===== src/rtl/counter_updown_n.sv =====
`default_nettype none
// ============================================================================
//  Module      : counter_updown_n
//  Description : Parametrised up/down counter with programmable modulus,
//                parallel load (clamped to MAX_VALUE), synchronous clear,
//                combinational terminal-count detect and sticky wrap flag.
//                Optional feature macro: COUNTER_SAT_EN adds a `saturate`
//                input that makes the counter hold at its bounds.
//  Revision    : 1.0  initial release
// ============================================================================
module counter_updown_n #(
    parameter int unsigned      WIDTH     = 4,
    parameter logic [WIDTH-1:0] MAX_VALUE = {WIDTH{1'b1}}
) (
`ifdef COUNTER_SAT_EN
    input  logic             saturate,
`endif
    input  logic             clock,
    input  logic             reset,
    input  logic [WIDTH-1:0] data,
    input  logic             up_down,
    input  logic             enable,
    input  logic             load,
    input  logic             clear,
    output logic [WIDTH-1:0] result,
    output logic             terminal_count,
    output logic             wrapped
);

    localparam logic [WIDTH-1:0] c_MAX  = MAX_VALUE;
    localparam logic [WIDTH-1:0] c_ZERO = '0;
    localparam logic [WIDTH-1:0] c_ONE  = {{(WIDTH-1){1'b0}}, 1'b1};

    logic [WIDTH-1:0] r_count;
    logic             r_wrapped;
    logic [WIDTH-1:0] w_count_nxt;
    logic             w_wrapped_nxt;
    logic [WIDTH-1:0] w_load_val;
    logic             w_at_bound;
    logic             w_sat;

`ifdef COUNTER_SAT_EN
    assign w_sat = saturate;
`else
    assign w_sat = 1'b0;
`endif

    // A load value above the top of the range is clamped so that the count
    // never leaves 0..MAX_VALUE.
    assign w_load_val = (data > c_MAX) ? c_MAX : data;

    // Sitting on the bound in the current direction: the next step wraps
    // (or holds, when saturating).
    assign w_at_bound = up_down ? (r_count == c_MAX) : (r_count == c_ZERO);

    assign terminal_count = enable & ~load & ~clear & w_at_bound;

    // Next-state selection: clear beats load beats count beats hold.
    always_comb begin
        w_count_nxt   = r_count;
        w_wrapped_nxt = r_wrapped;
        if (clear) begin
            w_count_nxt   = c_ZERO;
            w_wrapped_nxt = 1'b0;
        end else if (load) begin
            w_count_nxt   = w_load_val;
            w_wrapped_nxt = 1'b0;
        end else if (enable) begin
            if (w_at_bound) begin
                if (!w_sat) begin
                    w_count_nxt   = up_down ? c_ZERO : c_MAX;
                    w_wrapped_nxt = 1'b1;
                end
            end else begin
                w_count_nxt = up_down ? (r_count + c_ONE) : (r_count - c_ONE);
            end
        end
    end

    // State register with asynchronous active-low reset.
    always_ff @(posedge clock or negedge reset) begin
        if (!reset) begin
            r_count   <= c_ZERO;
            r_wrapped <= 1'b0;
        end else begin
            r_count   <= w_count_nxt;
            r_wrapped <= w_wrapped_nxt;
        end
    end

    assign result  = r_count;
    assign wrapped = r_wrapped;

endmodule
`default_nettype wire

===== config.mk =====
export PLATFORM = sky130hd
export DESIGN_NAME = counter_updown_n
export DESIGN_NICKNAME = d
export VERILOG_FILES = /design/src/rtl/counter_updown_n.sv
export SDC_FILE = /design/constraint.sdc
export NUM_CORES = 1
export LEC_CHECK = 0
export CORE_AREA = 2 2 39 41
export CTS_BUF_LIST = sky130_fd_sc_hd__clkbuf_16
export CTS_CLUSTER_SIZE = 30
export DETAILED_ROUTE_END_ITERATION = 10
export DIE_AREA = 0 0 41 43
export REMOVE_ABC_BUFFERS = 1
export SLEW_MARGIN = 20
export SYNTH_ARGS = -nofsm -noshare
export SYNTH_HDL_FRONTEND = slang
export SYNTH_SLANG_ARGS = --single-unit

===== constraint.sdc =====
create_clock -name clock -period 1.9 [get_ports clock]
set_input_delay 0.19 -clock clock [delete_from_list [all_inputs] [get_ports clock]]
set_output_delay 0.19 -clock clock [all_outputs]
set_load 0.03 [all_outputs]

==> flow_summary_export.csv, run 1 <==
group,metric,value,unit
synth,synth_most_common_cell,"inv_1",
detailed_routing,first_pass_iters,4,
floorplan,die-height,43,um
placed_design,port_buffers,15,
detailed_routing,via_count,442,
placed_design,dp_hpwl,841,um
setup_path,cpLargestDelayFamily,"simple AND/OR/NAND/NOR gates",
detailed_routing,routedWlPerCell,13.5,um
timing,max_freq,546,MHz
timing,fin_crit_sh,96.4,%
setup_path,r2r_setup_slack,0.31,ns
synth,async_flop_share,100,%
cts,worstSkewPairLatency,0.23,ns
setup_path,slowest_stage,"or4_4",
setup_path,crit_required,1.71,ns
detailed_routing,ant_nets,0,
cts,cts_tree,"built",
detailed_routing,viasPerCell,5.08,
hold_path,hold_class,"input port to asynchronous set/reset pin",
floorplan,rows,14,
timing,fin_tns_setup,0,ns
cts,clkTransAtPathRegs,0.03,ns
flow_run,drv_cap,0,
global_routing,antenna_found_initial,0,
synth,synth.top_cell.area_share,29.4,%
global_routing,grt_pass1_vias,452,
cts,cts_buffer_depth,2,
placed_design,place_ws,0.0399,ns
timing,finalWorstSetupSlack,0.0684,ns
detailed_routing,drt-total-wl,1.18,mm
synth,syn_area,425,um^2
setup_path,worstPathCellList,"or4_4, nor2_4, o21ai_2, nor3_2, buf_4",
cts,cts_max_level,1,
floorplan,start_util,30.7,%
timing,max_slew_margin,70.3,%
setup_path,critical_path.startpoint,"result[3]",
synth,syn_area_per_cell,8.86,um^2
placed_design,place_congestion,0.773,
timing,fin_crit,1.83,ns
synth,ys_ff_latch,5,
cts,cts_buffers,3,
floorplan,ios,16,
setup_path,r2r-start,"result[3]",
setup_path,r2r-end,"result[1]",
timing,skew,0.00258,ns
global_routing,overflow,0,
floorplan,die_x,41,um
setup_path,r2r_cells,5,
detailed_routing,drc,0,
floorplan,die_area,1760,um^2
placed_design,placed_cell_area,616,um^2
setup_path,cp_slowest_stage_delay,0.53,ns
floorplan,core,1380,um^2
timing,maxSlewViolCount,0,
synth,synthTopCellsByArea,"dfrtp_1 29%, a221oi_2 7.1%, inv_1 7.1%, xnor2_1 6.2%, a21oi_1 5.9%",
timing,holdWs,0.206,ns
cells_and_area,drive_above_1_share,23.9,%
synth,yosysTopAreaCell,"dfrtp_1",
synth,ys_seq_area_share,29.4,%
synth,yosys_warnings,0,
cells_and_area,diodes,0,
global_routing,grt_max_degree,12,
synth,syn_inst,48,
cts,root_buffer,"clkbuf_16",
global_routing,grtUsageTotal,16.6,%
synth,ys_types,22,
setup_path,critPathMaxFanout,2,
setup_path,arrival,1.64,ns
cells_and_area,synthToLayoutAreaGrowth,66.8,%
power,peakVddDrop,414,uV
setup_path,path_class,"flop to output pin",
cts,clkSinkCount,5,
run_status,status,"completed",
power,finalPower,615,uW
setup_path,path_buf_inv,1,
global_routing,grt_first_pass_wirelength,1.93,mm
synth,synth_enable_flop_cells,0,
timing,worst_pin_slew,0.443,ns
setup_path,end_kind,"output pin",
detailed_routing,drt-initial-drc-count,6,
timing,rsz0062_at_grt,"true",
cells_and_area,fin_area,709,um^2
synth,ys.flop_type,"dfrtp_1",
cells_and_area,final_nets,85,
power,pwr_density_cell,867,nW/um^2
power,p_leak,0.325,nW
setup_path,critPathLaunchType,"flop",
synth,synth_common_cells,"8 x inv_1, 5 x a21oi_1, 5 x dfrtp_1, 5 x nor2_1",
timing,setup_viol,0,
timing,hold_viol_final,0,
## per-stage QoR
step	cells	utilization [%]
global route	87	51.3
finish	87	51.3
detailed placement	82	44.5
floorplan	47	-
CTS	87	50.7
global placement	82	44.5
## metal layers
layer / wire length (um) / vias up / GRT usage [%] / part of all wire [%]
li1: - / 219 / - / -
met1: 533 / 203 / 20.1 / 45
met2: 546 / 18 / 25.6 / 46
met3: 90 / 2 / 4.71 / 7.6
met4: 6 / 0 / 8.00 / 0.51
met5: 0 / - / 0 / 0
## cell type report
type,count,area [um^2]
tap,16,20.0
clock inverter,1,3.75
fill,146,674
timing repair buffer,20,188
sequential,5,125
inverter,8,30.0
multi-input combinational,34,268
clock buffer,3,75.1
## power breakdown
| part | total (mW) | internal [mW] | switching, mW |
|---|---|---|---|
| Combinational | 0.157 | 0.0764 | 0.0802 |
| Sequential | 0.120 | 0.115 | 0.00493 |
| Clock | 0.339 | 0.272 | 0.0664 |
## cells by family (layout without fill, tap and decap cells)
group                      Yosys count  after routing  synth area share (%)
xor gates and xnor gates             3              3                  6.18
adders and majority gates            3              3                  10.6
and+or+nand+nor                     15             15                  21.8
DFF                                  5              5                  29.4
AOI/OAI and AO/OA                   13             13                  23.2
buffers and inverters                9             32                  8.82
## how the worst max path moves through the flow
stage | end | slack [ns] | cells past startpoint
floorplan | terminal_count | -0.25 | 4
finish | terminal_count | 0.07 | 5
global route | terminal_count | -0.02 | 5
CTS | terminal_count | 0.04 | 5
detailed placement | terminal_count | 0.04 | 6
global placement | terminal_count | 0.07 | 6
## worst reg2reg max path, delay by kind of cell (launching register included)
kind / cells / cell delay (ns)
AO/OA/AOI/OAI: 2 / 0.34
buffers and inverters: 1 / 0.13
flip-flops: 1 / 0.39
AND/OR/NAND/NOR: 2 / 0.64
## what timing repair did
| item | in CTS | in global routing |
|---|---|---|
| gates resized for setup | 0 | 2 |
| buffers inserted | 1 | 0 |
| hold buffers | 0 | 0 |
| endpoints found under the setup margin | 1 | 1 |
## cell usage in the layout, fill, tap and decap left out
master	n
a21o_1	1
ha_1	2
nor3_2	1
nor3_1	2
clkdlybuf4s50_1	13
nor2_1	5
dfrtp_1	5
a21oi_1	5
a211oi_1	1
o21ai_0	1
fa_1	1
nand4_1	1
dlymetal6s2s_1	1
a221oi_2	2
nand2b_1	1
nor2b_1	1
and4_2	1
o211ai_1	2
buf_4	6
o21ai_2	1
clkbuf_16	3
xnor2_1	3
nor2_4	1
inv_1	9
or4_4	1
and2_2	1
## flip-flops by register name, indices dropped and copies added, names as in the netlist
name / cells
wrapped: 1
result: 4
(Power assumes the default switching activity.)
==> inputs of run 2 (changes only) <==
--- a/config.mk
+++ b/config.mk
@@ -5,11 +5,14 @@
 export SDC_FILE = /design/constraint.sdc
 export NUM_CORES = 1
 export LEC_CHECK = 0
-export CORE_AREA = 2 2 39 41
+export CELL_PAD_IN_SITES_DETAIL_PLACEMENT = 0
+export CELL_PAD_IN_SITES_GLOBAL_PLACEMENT = 2
+export CORE_UTILIZATION = 23
 export CTS_BUF_LIST = sky130_fd_sc_hd__clkbuf_16
+export CTS_CLUSTER_DIAMETER = 40
 export CTS_CLUSTER_SIZE = 30
 export DETAILED_ROUTE_END_ITERATION = 10
-export DIE_AREA = 0 0 41 43
+export PLACE_DENSITY_LB_ADDON = 0.1
 export REMOVE_ABC_BUFFERS = 1
 export SLEW_MARGIN = 20
 export SYNTH_ARGS = -nofsm -noshare
==> run 2 against run 1 <==
Combinational power down 3%. Non-clock buffer count unchanged. Via count down 2.7%. The flow now finishes with violations (DRC). Flip-flop and latch count unchanged. Utilization down 10 points. Clock power about the same. Highest routed layer unchanged.
==> flow_summary_export.csv, run 2 (synthesis results as in run 1) <==
group,metric,value,unit
timing,hold_viol_final,0,
hold_path,hold_class,"input port to asynchronous set/reset pin",
floorplan,ios,16,
cells_and_area,synthToLayoutAreaGrowth,67.4,%
power,pwr_density_cell,864,nW/um^2
setup_path,end_kind,"output pin",
detailed_routing,drt-initial-drc-count,3,
run_status,status,"finished, violations left",
timing,worst_pin_slew,0.397,ns
floorplan,die_x,45.0,um
global_routing,grt_pass1_vias,418,
setup_path,cp_slowest_stage_delay,0.55,ns
detailed_routing,wl_met3,58,um
floorplan,core,1730,um^2
timing,maxSlewViolCount,0,
placed_design,place_congestion,0.716,
cells_and_area,fillers,187,
detailed_routing,dr_wl_met2,515,um
cells_and_area,drive_above_1_share,22.5,%
cts,clkTransAtPathRegs,0.03,ns
timing,holdWs,0.187,ns
cells_and_area,final_nets,85,
run_status,violations,"DRC",
setup_path,r2r_setup_slack,0.31,ns
global_routing,grt_max_degree,12,
global_routing,grt_first_pass_wirelength,1.83,mm
cells_and_area,final_core_util,41.2,%
power,p_leak,0.316,nW
cells_and_area,most-common-layout-cells,"13 x clkdlybuf4s50_1, 9 x inv_1, 6 x buf_4",
setup_path,path_class,"flop to output pin",
setup_path,critical_path.startpoint,"result[1]",
cts,worstSkewPairLatency,0.23,ns
flow_run,drv_cap,0,
cts,root_buffer,"clkbuf_16",
detailed_routing,highest_layer,"met4",
setup_path,slowest_stage,"or4_4",
detailed_routing,drt-total-wl,1.10,mm
timing,setup_viol,0,
setup_path,critPathLaunchType,"flop",
detailed_routing,routedWlPerCell,11.5,um
detailed_routing,drc,2,
floorplan,rows,15,
cells_and_area,final_common_cell,"clkdlybuf4s50_1",
power,peakVddDrop,412,uV
power,finalPower,615,uW
placed_design,port_buffers,15,
detailed_routing,m1WireLength,514,um
cts,hold_buffers,0,
floorplan,start_util,24.6,%
global_routing,antenna_found_initial,0,
floorplan,die_area,2030,um^2
setup_path,crit_required,1.71,ns
timing,fin_crit,1.86,ns
cts,cts_tree,"built",
setup_path,arrival,1.67,ns
timing,rsz0062_at_grt,"true",
timing,max_slew_margin,73.4,%
cts,cts_buffer_depth,2,
cells_and_area,final_cells,96,
detailed_routing,first_pass_iters,6,
detailed_routing,via_count,430,
cts,cts_buffers,3,
setup_path,worstPathCellList,"or4_4, nor2_4, o21ai_2, nor3_1, buf_4",
placed_design,dp_hpwl,863,um
cts,clkSinkCount,5,
cells_and_area,diodes,0,
timing,max_freq,537,MHz
timing,skew,0.000811,ns
placed_design,dpl.cell_count,91,
timing,fin_crit_sh,98.0,%
global_routing,overflow,0,
global_routing,grtUsageTotal,13.5,%
cells_and_area,largest_reg_flops,4,
floorplan,die-height,45.0,um
setup_path,r2r-start,"result[1]",
detailed_routing,ant_nets,0,
cts,cts_max_level,1,
setup_path,critPathMaxFanout,2,
detailed_routing,viasPerCell,4.48,
run 2: changes by cell type in the layout (fill, tap and decap cells not counted), sizes merged:
cell and change:
dlymetal6s2s -1, dlygate4sd2 +1
run 2: area by class of cell:
| cell class | count | area, um^2 | share of cell area (%) |
|---|---|---|---|
| sequential | 5 | 125 | 17.6 |
| tap | 25 | 31.3 | 4.39 |
| multi-input combinational | 34 | 263 | 36.9 |
| clock inverter | 1 | 3.75 | 0.527 |
| inverter | 8 | 30.0 | 4.22 |
| timing repair buffer | 20 | 184 | 25.8 |
| clock buffer | 3 | 75.1 | 10.5 |
run 2: critical path, delay by kind of cell, from the launching register on:
kind	cells	cell delay (ns)
simple gates	3	0.80
flops	1	0.37
buf+inv	1	0.19
compound gates	1	0.08
run 2: routing by layer:
metal,up-vias,track usage [%]
met1,202,16.5
met3,2,6.00
met4,0,7.27
met2,12,19.7
li1,214,-
met5,-,0
run 2: stage by stage:
stage                     cell area (um^2)  setup TNS (ns)  setup slack, ns
after floorplan                        418          -0.254           -0.254
after global placement                 627               0           0.0209
after detailed placement               627         -0.0136          -0.0119
after CTS                              712               0          0.00651
after global routing                   712         -0.0462          -0.0462
final                                  712               0           0.0388
run 2: where the power goes:
group          switching, mW  internal, mW  total [mW]
clock network         0.0698         0.273       0.342
registers            0.00564         0.115       0.121
logic                 0.0770        0.0752       0.152
run 2: path summary, 6_finish.rpt:
path,end,cells after the start
worst max-delay path,terminal_count,5
worst min-delay path,result[2],1
worst max register to register,result[2],5
worst min register to register,wrapped,2
max in group asynchronous,result[3],1
min in group clock,wrapped,2
run 2: repair_timing:
action	4_1_cts	5_1_grt
buffers inserted	1	0
gates resized for setup	1	0
setup endpoints to repair	1	1
==> inputs of run 3 (changes only) <==
--- a/config.mk
+++ b/config.mk
@@ -13,6 +13,7 @@
 export CTS_CLUSTER_SIZE = 30
 export DETAILED_ROUTE_END_ITERATION = 10
 export PLACE_DENSITY_LB_ADDON = 0.1
+export RECOVER_POWER = 50
 export REMOVE_ABC_BUFFERS = 1
 export SLEW_MARGIN = 20
 export SYNTH_ARGS = -nofsm -noshare
==> constraint.sdc (replaced) <==
create_clock -name clock -period 1.8 [get_ports clock]
set_input_delay 0.18 -clock clock [delete_from_list [all_inputs] [get_ports clock]]
set_output_delay 0.18 -clock clock [all_outputs]
set_load 0.03 [all_outputs]
==> run 3 against run 2 <==
The flow finishes with violations (DRC, setup timing). Critical path depth did not move. Via count is 5.8% lower. Utilization up 1.4 points. Total power up 6.1%. Combinational power up 9.9%. Clock power is 5% higher. Largest cell class unchanged. Worst hold slack better by 0.075 ns. Clock-buffer cell count is the same. Die area is the same.
==> flow_summary_export.csv, run 3 (synthesis results as in run 1) <==
group,metric,value,unit
power,pwr_density_cell,887,nW/um^2
timing,holdWs,0.263,ns
global_routing,antenna_found_initial,0,
timing,fin_crit,1.84,ns
cells_and_area,ff_latch_area,125,um^2
cts,post_cts_resized,0,
detailed_routing,wl_met3,47,um
cts,clkSinkCount,5,
cells_and_area,final_nets,88,
setup_path,arrival,1.66,ns
placed_design,dpl.cell_count,95,
run_status,violations,"DRC, setup timing",
global_routing,overflow,0,
detailed_routing,dr_wl_met2,497,um
cells_and_area,final_common_cell,"clkdlybuf4s50_1",
setup_path,path_class,"flop to output pin",
cts,hold_buffers,0,
global_routing,grt_pass1_vias,433,
timing,rsz0062_at_grt,"true",
floorplan,die_area,2030,um^2
timing,skew,0.000183,ns
floorplan,die-height,45.0,um
flow_run,drv_cap,0,
floorplan,core,1730,um^2
cts,cts_tree,"built",
detailed_routing,drc,2,
timing,setup_viol,1,
timing,finalWorstSetupSlack,-0.0386,ns
timing,maxSlewViolCount,0,
setup_path,critical_path.startpoint,"result[3]",
setup_path,r2r-start,"result[3]",
detailed_routing,drt-initial-drc-count,14,
floorplan,die_x,45.0,um
detailed_routing,highest_layer,"met3",
floorplan,ios,16,
global_routing,grt_first_pass_wirelength,1.95,mm
cts,clkTransAtPathRegs,0.03,ns
detailed_routing,routedWlPerCell,11.2,um
power,p_leak,0.333,nW
run_status,status,"finished, violations left",
cells_and_area,multi_input_area,263,um^2
setup_path,worstPathCellList,"or4_4, nor2_4, o21ai_2, nor3_1, buf_4",
timing,hold_viol_final,0,
cts,cts_max_level,1,
floorplan,start_util,24.6,%
global_routing,grt_max_degree,8,
detailed_routing,via_count,405,
hold_path,hold_class,"input port to asynchronous set/reset pin",
cts,cts_buffers,3,
placed_design,dp_hpwl,862,um
cells_and_area,most-common-layout-cells,"12 x clkdlybuf4s50_1, 9 x inv_1, 9 x buf_4",
cells_and_area,drive_above_1_share,25.7,%
power,peakVddDrop,404,uV
detailed_routing,viasPerCell,4.09,
timing,max_freq,544,MHz
cts,worstSkewPairLatency,0.22,ns
timing,fin_crit_sh,102,%
detailed_routing,first_pass_iters,6,
setup_path,cp_slowest_stage_delay,0.53,ns
setup_path,end_kind,"output pin",
setup_path,crit_required,1.62,ns
timing,worst_pin_slew,0.315,ns
cells_and_area,largest_reg_flops,4,
placed_design,place_congestion,0.751,
timing,fin_tns_setup,-0.0386,ns
cells_and_area,synthToLayoutAreaGrowth,72.9,%
cts,cts_buffer_depth,2,
power,finalPower,653,uW
setup_path,critPathMaxFanout,2,
global_routing,grtUsageTotal,13.9,%
detailed_routing,m1WireLength,567,um
cells_and_area,fillers,192,
cts,post_cts_buffers,0,
detailed_routing,ant_nets,0,
cells_and_area,diodes,0,
cts,root_buffer,"clkbuf_16",
setup_path,critPathLaunchType,"flop",
placed_design,port_buffers,15,
detailed_routing,drt-total-wl,1.11,mm
floorplan,rows,15,
setup_path,slowest_stage,"or4_4",
timing,max_slew_margin,78.9,%
cells_and_area,final_cells,99,
## run 3: cell count changes in the layout (fill, tap and decap cells not counted)
cell	delta
clkdlybuf4s50_1	-1
dlygate4sd3_1	+2
dlygate4sd2_1	-1
buf_4	+3
## run 3: critical path: cells and delay by family (launching register included)
kind / cells / cell delay [ns]
AOI/OAI and AO/OA: 1 / 0.08
buffers and inverters: 1 / 0.19
DFF: 1 / 0.39
and+or+nand+nor: 3 / 0.78
## run 3: layout make-up
type / count / area share [%]
clock buffer: 3 / 10.2
timing repair buffer: 23 / 28.2
multi-input combinational: 34 / 35.7
clock inverter: 1 / 0.510
inverter: 8 / 4.08
tap: 25 / 4.25
sequential: 5 / 17.0
## run 3: power by group
| part | internal, mW | switching (mW) |
|---|---|---|
| clock network | 0.288 | 0.0717 |
| registers | 0.121 | 0.00508 |
| logic | 0.0838 | 0.0832 |
## run 3: routing by layer
metal	vias to the layer above	GRT usage [%]
li1	219	-
met1	175	19.0
met2	11	19.4
met3	0	4.40
met4	0	7.27
met5	-	0
## run 3: path summary, 6_finish.rpt
path	to	slack, ns	depth (start not counted)
setup / recovery	terminal_count	-0.04	5
setup reg to reg	result[2]	0.20	5
max in group asynchronous	result[1]	1.33	1
min in group clock	wrapped	0.52	2
hold reg to reg	wrapped	0.52	2
hold / removal	wrapped	0.26	1
## run 3: stage by stage
stage | area, um^2 | worst slack [ns] | utilization, %
3_5_place_dp | 657 | -0.0368 | 38.0
6_report | 736 | -0.0386 | 42.6
5_1_grt | 736 | -0.0983 | 42.6
3_3_place_gp | 657 | -0.0322 | 38.0
2_1_floorplan | 418 | -0.344 | -
4_1_cts | 736 | -0.0566 | 42.6
